===== src/rtl/rr_arbiter.sv =====
// N-way request/grant arbiter with a registered one-hot grant, round-robin or fixed
// priority selection, and an optional hold limit that forces rotation.
module rr_arbiter #(
    parameter int N             = 4,
    parameter int IDX_W         = 2,
    parameter int PRIORITY_MODE = 0,
    parameter int HOLD_MAX      = 0
) (
    input  logic             clk,
    input  logic             rst,
    input  logic [N-1:0]     req,
    output logic [N-1:0]     grant,
    output logic             grant_valid,
    output logic [IDX_W-1:0] grant_idx,
    output logic             dbg_state_o
);

    localparam int HC_W = (HOLD_MAX > 1) ? $clog2(HOLD_MAX) : 1;
    localparam logic [HC_W-1:0] HOLD_LIM = HC_W'((HOLD_MAX > 0) ? HOLD_MAX - 1 : 0);

    typedef enum logic {
        IDLE  = 1'b0,
        GRANT = 1'b1
    } state_t;

    state_t           state_q, state_d;
    logic [N-1:0]     grant_q, grant_d;
    logic [IDX_W-1:0] idx_q, idx_d;
    logic [IDX_W-1:0] ptr_q, ptr_d;
    logic [HC_W-1:0]  hold_q, hold_d;

    logic [N-1:0]     others;
    logic             owner_req;
    logic             limit_hit;
    logic [N-1:0]     arb_mask;
    logic             arb_found;
    logic [IDX_W-1:0] arb_win;
    logic [IDX_W-1:0] scan;
    logic             new_grant;

    // At the hold limit the current owner is masked out so a waiting channel wins.
    always_comb begin
        others    = req & ~grant_q;
        owner_req = |(req & grant_q);
        limit_hit = (state_q == GRANT) && (HOLD_MAX > 0) && (hold_q == HOLD_LIM) && owner_req;
        arb_mask  = limit_hit ? others : req;
    end

    always_comb begin
        arb_found = 1'b0;
        arb_win   = '0;
        scan      = '0;
        for (int k = 0; k < N; k++) begin
            if (PRIORITY_MODE == 1) scan = IDX_W'(k);
            else                    scan = IDX_W'((int'(ptr_q) + k) % N);
            if (!arb_found && arb_mask[scan]) begin
                arb_found = 1'b1;
                arb_win   = scan;
            end
        end
    end

    always_comb begin
        state_d   = state_q;
        grant_d   = grant_q;
        idx_d     = idx_q;
        ptr_d     = ptr_q;
        hold_d    = hold_q;
        new_grant = 1'b0;
        case (state_q)
            IDLE: begin
                if (|req) new_grant = 1'b1;
            end
            GRANT: begin
                if (!owner_req) begin
                    if (|req) begin
                        new_grant = 1'b1;
                    end else begin
                        state_d = IDLE;
                        grant_d = '0;
                        idx_d   = '0;
                        hold_d  = '0;
                    end
                end else if (HOLD_MAX == 0 || hold_q != HOLD_LIM) begin
                    hold_d = hold_q + 1'b1;
                end else if (|others) begin
                    new_grant = 1'b1;
                end
            end
            default: state_d = IDLE;
        endcase
        if (new_grant && arb_found) begin
            state_d          = GRANT;
            grant_d          = '0;
            grant_d[arb_win] = 1'b1;
            idx_d            = arb_win;
            hold_d           = '0;
            if (PRIORITY_MODE == 0)
                ptr_d = (int'(arb_win) == N - 1) ? '0 : arb_win + 1'b1;
        end
    end

    always_ff @(posedge clk or posedge rst) begin
        if (rst) begin
            state_q <= IDLE;
            grant_q <= '0;
            idx_q   <= '0;
            ptr_q   <= '0;
            hold_q  <= '0;
        end else begin
            state_q <= state_d;
            grant_q <= grant_d;
            idx_q   <= idx_d;
            ptr_q   <= ptr_d;
            hold_q  <= hold_d;
        end
    end

    assign grant       = grant_q;
    assign grant_valid = |grant_q;
    assign grant_idx   = idx_q;
    assign dbg_state_o = state_q;

endmodule


===== config.mk =====
export PLATFORM = sky130hd
export DESIGN_NAME = rr_arbiter
export DESIGN_NICKNAME = d
export VERILOG_FILES = /design/src/rtl/rr_arbiter.sv
export SDC_FILE = /design/constraint.sdc
export NUM_CORES = 1
export LEC_CHECK = 0
export BUFFER_PORTS_ARGS = -buffer_cell sky130_fd_sc_hd__buf_2
export CORE_ASPECT_RATIO = 0.7
export CORE_MARGIN = 2
export CORE_UTILIZATION = 30
export CTS_BUF_LIST = sky130_fd_sc_hd__clkbuf_8 sky130_fd_sc_hd__clkbuf_16
export CTS_CLUSTER_SIZE = 20
export DETAILED_ROUTE_END_ITERATION = 7
export GPL_TIMING_DRIVEN = 0
export PLACE_DENSITY = 0.55
export SLEW_MARGIN = 20
export SYNTH_ARGS = -nofsm -noshare
export SYNTH_HDL_FRONTEND = slang
export SYNTH_SLANG_ARGS = --single-unit

===== constraint.sdc =====
create_clock -name clk -period 2.35 [get_ports clk]
set_clock_uncertainty 0.1 [all_clocks]
set_input_delay 0.705 -clock clk [delete_from_list [all_inputs] [get_ports clk]]
set_output_delay 0.705 -clock clk [all_outputs]
set_load 0.02 [all_outputs]

# Word level (Yosys, flattened, before mapping)
# Index checks and enable logic that the tools add are counted.
word_totals:
  reg_bits: 9
  input_bits: 6
  output_inout_bits: 8
  wordCells: 65
op_classes:
  addsub: 4
  n_lt_le_gt_ge: 6
  eq_ne: 3
  n_mux: 33
  n_bitwise: 2
  reduce_logical: 13
ops:
  columns: ["cell", "count"]
  rows:
  - ["2-to-1 mux 2 bit", 9]
  - ["2-to-1 mux 4 bit", 4]
  - ["< comparator 2 x 3 -> 1 bit, second input constant", 5]
  - ["2-to-1 mux 1 bit", 14]
  - ["OR reduction 4 bit", 3]
  - ["binary-select mux 1 bit (select 2 bit)", 4]
  - ["logical AND 1 bit", 5]
  - ["adder 2 x 1 -> 2 bit, second input constant", 2]
  - ["adder 2 bit, second input constant", 2]
  - ["AND 4 bit", 1]
  - ["!= test 2 x 1 -> 1 bit, second input constant", 2]
  - ["zero test 1 bit", 3]
  - ["AND reduction 3 bit", 1]
  - ["demux 1 bit (select 2 bit)", 1]
  - ["== test 2 x 1 -> 1 bit, second input constant", 1]
  - ["greater-or-equal comparator 2 x 1 -> 1 bit, second input constant", 1]
  - ["case mux 1 bit (2 select lines)", 1]
  - ["nonzero test 2 bit", 1]
  - ["inverter 1 bit", 1]

# Logic depth before layout (Yosys ltp)
logic_depth:
  depth_word: 17
  mapped_depth: 6
  ltp_nobuf: 6

# Worst setup path before layout
# No wires, ideal clock.
synth_path:
  path_type: "input to register"
  from: "input req[2]"
  to: "register ptr_q[1]"
  setup_time_ns: 0.125
  arrival_ns: 1.855
  required_time_ns: 2.125
  path_slack_ns: 0.270
  path_stages: 6
  n_path_buf: 0
  cell_sequence: "and2b_1 > a311oi_1 > or2_1 > inv_1 > ha_1 > mux2_4"
synth_between:
  elab_chain_cells: 14
  elab_cells_between_ends: 32
  cone_classes: "add/sub (1); eq/ne (1); mux (20); bitwise (1); reduce/logical (9)"
synth_rtl:
  columns: ["element", "line", "rtl"]
  rows:
  - ["start: declaration", "11", "input logic [N-1:0] req,"]
  - ["binary-select mux 1 bit (select 2 bit)", "56", "if (!arb_found && arb_mask[scan]) begin"]
  - ["2-to-1 mux 1 bit (not written as such)", "56", null]
  - ["2-to-1 mux 1 bit", "56", null]
  - ["zero test 1 bit", "56", null]
  - ["logical AND 1 bit", "56", null]
  - ["2-to-1 mux 1 bit", "56", null]
  - ["zero test 1 bit", "56", null]
  - ["logical AND 1 bit", "56", null]
  - ["2-to-1 mux 1 bit", "56", null]
  - ["zero test 1 bit", "56", null]
  - ["logical AND 1 bit", "56", null]
  - ["2-to-1 mux 2 bit", "56", null]
  - ["adder 2 x 1 -> 2 bit / == test 2 x 1 -> 1 bit (equally long branches)", "99", "ptr_d = (int'(arb_win) == N - 1) ? '0 : arb_win + 1'b1;"]
  - ["2-to-1 mux 2 bit", "99", null]
  - ["end signal: assignment", "114", "ptr_q <= ptr_d;"]
  - ["end: declaration", "29", "logic [IDX_W-1:0] ptr_q, ptr_d;"]
# Parallel ways exist; a longest one is shown, timed or not. The select of a mux whose other input is x is not followed.
# A chain may end at the register's enable or synchronous reset.

# Final worst setup path
# Ends and elaborated chain as after synthesis.

==> flow_metrics.tcl <==
set metrics [dict create \
    drc_errors 0 \
    maxSlewViolCount 0 \
    cp.arrival_ns 2.21 \
    io_pins 14 \
    ys.flop_type "dfrtp_1" \
    dr.pass1.iters 4 \
    synth_top_family_by_area "compound AO/OA/AOI/OAI gates" \
    r2r_end "ptr_q[1]$_DFFE_PP0P_" \
    dp_hpwl_um 924 \
    cts_hold_buffers 0 \
    nets 76 \
    synthCells 48 \
    portBuffers 13 \
    cts_buffer_depth 2 \
    ys_seq_elements 9 \
    ys_top_cells_by_count "9 x dfrtp_1, 5 x a22o_1, 4 x ha_1, 4 x inv_1, 3 x nand2_1" \
    insertion_delay_ns 0.23 \
    grt_start_max_net_pins 10 \
    power_density_nw_per_um2 1340 \
    grt_pass1_wl_um 2060 \
    status "completed" \
    synth_edf_count 0 \
    irDropWorstVdd_v 0.000624 \
    cp_max_fo 6 \
    synth_fa_ha_area_frac 0.0864 \
    leakagePower_nw 0.356 \
    yosys_warnings 0 \
    cts_tree "done" \
    ctsHtreeMaxLevel 1 \
    total_power_mw 0.962 \
    wire_per_inst_um 13.5 \
    dieArea_sq_um 2300 \
    startpoint "req[2]" \
    synthArstFlopShare 1.00 \
    synth_xor_xnor_area_share 0 \
    grt_overflow_total 0 \
    slew_headroom 0.759 \
    antennaDiodeCount 0 \
    setup_viol 0 \
    grt_pass1_vias 440 \
    gp_congestion 0.702 \
    yosysMostFrequentCell "dfrtp_1" \
    tightestPinTransition_ns 0.359 \
    antenna_found_initial 0 \
    postSynthAreaPerCell_sq_um 12.1 \
    drt_wl_total_um 1180 \
    drive_gt1_frac 0.400 \
    cp.required_ns 2.36 \
    via_per_inst 4.72 \
    worstHoldPathType "in2async" \
    synth_top_area_frac 0.389 \
    clk_pin_slew_ns 0.04 \
    yosysSeqAreaShare 0.389 \
    area_delta_synth_final_pct 23.8 \
    endpoint "ptr_q[1]$_DFFE_PP0P_" \
    cts_buffers 3 \
    tns_ns 0 \
    synth_cell_types 24 \
    rr_startpoint "ptr_q[0]$_DFFE_PP0P_" \
    start_util 0.315 \
    layout_worst_path_cycle_share 0.937 \
    track_usage 0.130 \
    crit_path_start_kind "input pin" \
    synth_area_leaders "dfrtp_1 39%, ha_1 8.6%, a22o_1 7.6%, mux2_4 5.2%, a22oi_2 4.3%" \
    num_rows 13 \
    core_area_sq_um 1840 \
    synth_compound_area_frac 0.246 \
    yosys.area_share.simple 0.177 \
    dieHeight_um 40.8 \
    cp-end-kind "flop" \
    drv_cap 0 \
    fillers 187 \
    rsz0062_at_grt "no" \
    num_vias 411 \
    reg2reg_depth 6 \
    cts_resized 0 \
    critPathKind "in2reg" \
    timing_hold_violations_final 0 \
    root_buffer "clkbuf_8" \
    synth_nets 58 \
    synth_area_leader_cell "dfrtp_1" \
    fmax_mhz 454 \
    post-cts-setup-buffers 0 \
    clock-sinks 9 \
    dieWidth_um 56.5 \
    r2r_slack_ns 0.35 \
    drtIter0Drc 7 \
    synthMuxAreaShare 0.0691 \
    syn-cell-area_sq_um 579 \
    post-route-min-period_ns 2.20 \
    ant_nets 0 \
]
-- worst min path at each step --
stage                                     endpoint
after floorplan               ptr_q[0]$_DFFE_PP0P_
after global placement    grant_idx[0]$_DFFE_PP0P_
after detailed placement  grant_idx[0]$_DFFE_PP0P_
after CTS                     grant[1]$_DFFE_PP0P_
after global routing      grant_idx[1]$_DFFE_PP0P_
final                     grant_idx[0]$_DFFE_PP0P_
-- cell families (layout without fill, tap and decap cells) --
family,count (synthesis),count (layout)
fa+ha+maj,4,4
mux,3,3
buf+inv,5,22
simple gates,13,13
compound gates,14,14
flops,9,9
-- through the flow --
step	utilization	cell area (sq um)	cells	setup WS, ns	hold WS, ns
global placement	0.366	672	83	-0.0651	0.387
finish	0.390	717	87	0.148	0.320
floorplan	-	579	48	0.270	0.415
CTS	0.390	717	87	0.154	0.325
global route	0.390	717	87	0.0461	0.345
detailed placement	0.366	672	83	-0.0643	0.402
-- layout make-up --
| class | count | area [sq um] | share of cell area |
|---|---|---|---|
| clock inverter | 1 | 3.75 | 0.00524 |
| clock buffer | 3 | 41.3 | 0.0576 |
| timing repair buffer | 13 | 65.1 | 0.0908 |
| multi-input combinational | 34 | 335 | 0.468 |
| inverter | 5 | 18.8 | 0.0262 |
| sequential | 9 | 225 | 0.314 |
| tap | 22 | 27.5 | 0.0384 |
-- cell usage in the layout, fill, tap and decap left out, types with 2 or more instances in the layout --
| master | n |
|---|---|
| buf_2 | 13 |
| dfrtp_1 | 9 |
| a22o_1 | 5 |
| inv_1 | 5 |
| ha_1 | 4 |
| nand2_1 | 3 |
| clkbuf_8 | 3 |
| a22oi_2 | 2 |
| nor2_1 | 2 |
| a21oi_1 | 2 |
| mux2_4 | 2 |
-- per-layer routing --
| layer | global-route usage | wire [um] | share of wire | vias up |
|---|---|---|---|---|
| li1 | - | - | - | 208 |
| met3 | 0.0631 | 84 | 0.071 | 3 |
| met1 | 0.165 | 632 | 0.54 | 187 |
| met5 | 0 | 0 | 0 | - |
| met4 | 0.0536 | 14 | 0.012 | 0 |
| met2 | 0.189 | 446 | 0.38 | 13 |
-- registers in the layout, indices dropped and copies added, names as in the netlist --
name and flops:
dbg_state_o 1, grant_idx 2, grant 4, ptr_q 2
-- power breakdown --
| part | switching [mW] | leakage [nW] | internal, mW |
|---|---|---|---|
| clock | 0.0582 | 0.0269 | 0.113 |
| sequential | 0.0686 | 0.109 | 0.222 |
| combinational | 0.262 | 0.221 | 0.238 |
| total | 0.389 | 0.356 | 0.573 |
-- critical path: stages --
cell and delay, ns:
buf_2 0.15, and2b_1 0.16, a311oi_1 0.34, or2_1 0.23
inv_1 0.09, ha_1 0.28, mux2_4 0.26
No activity file was read; power rests on OpenSTA's default activity.
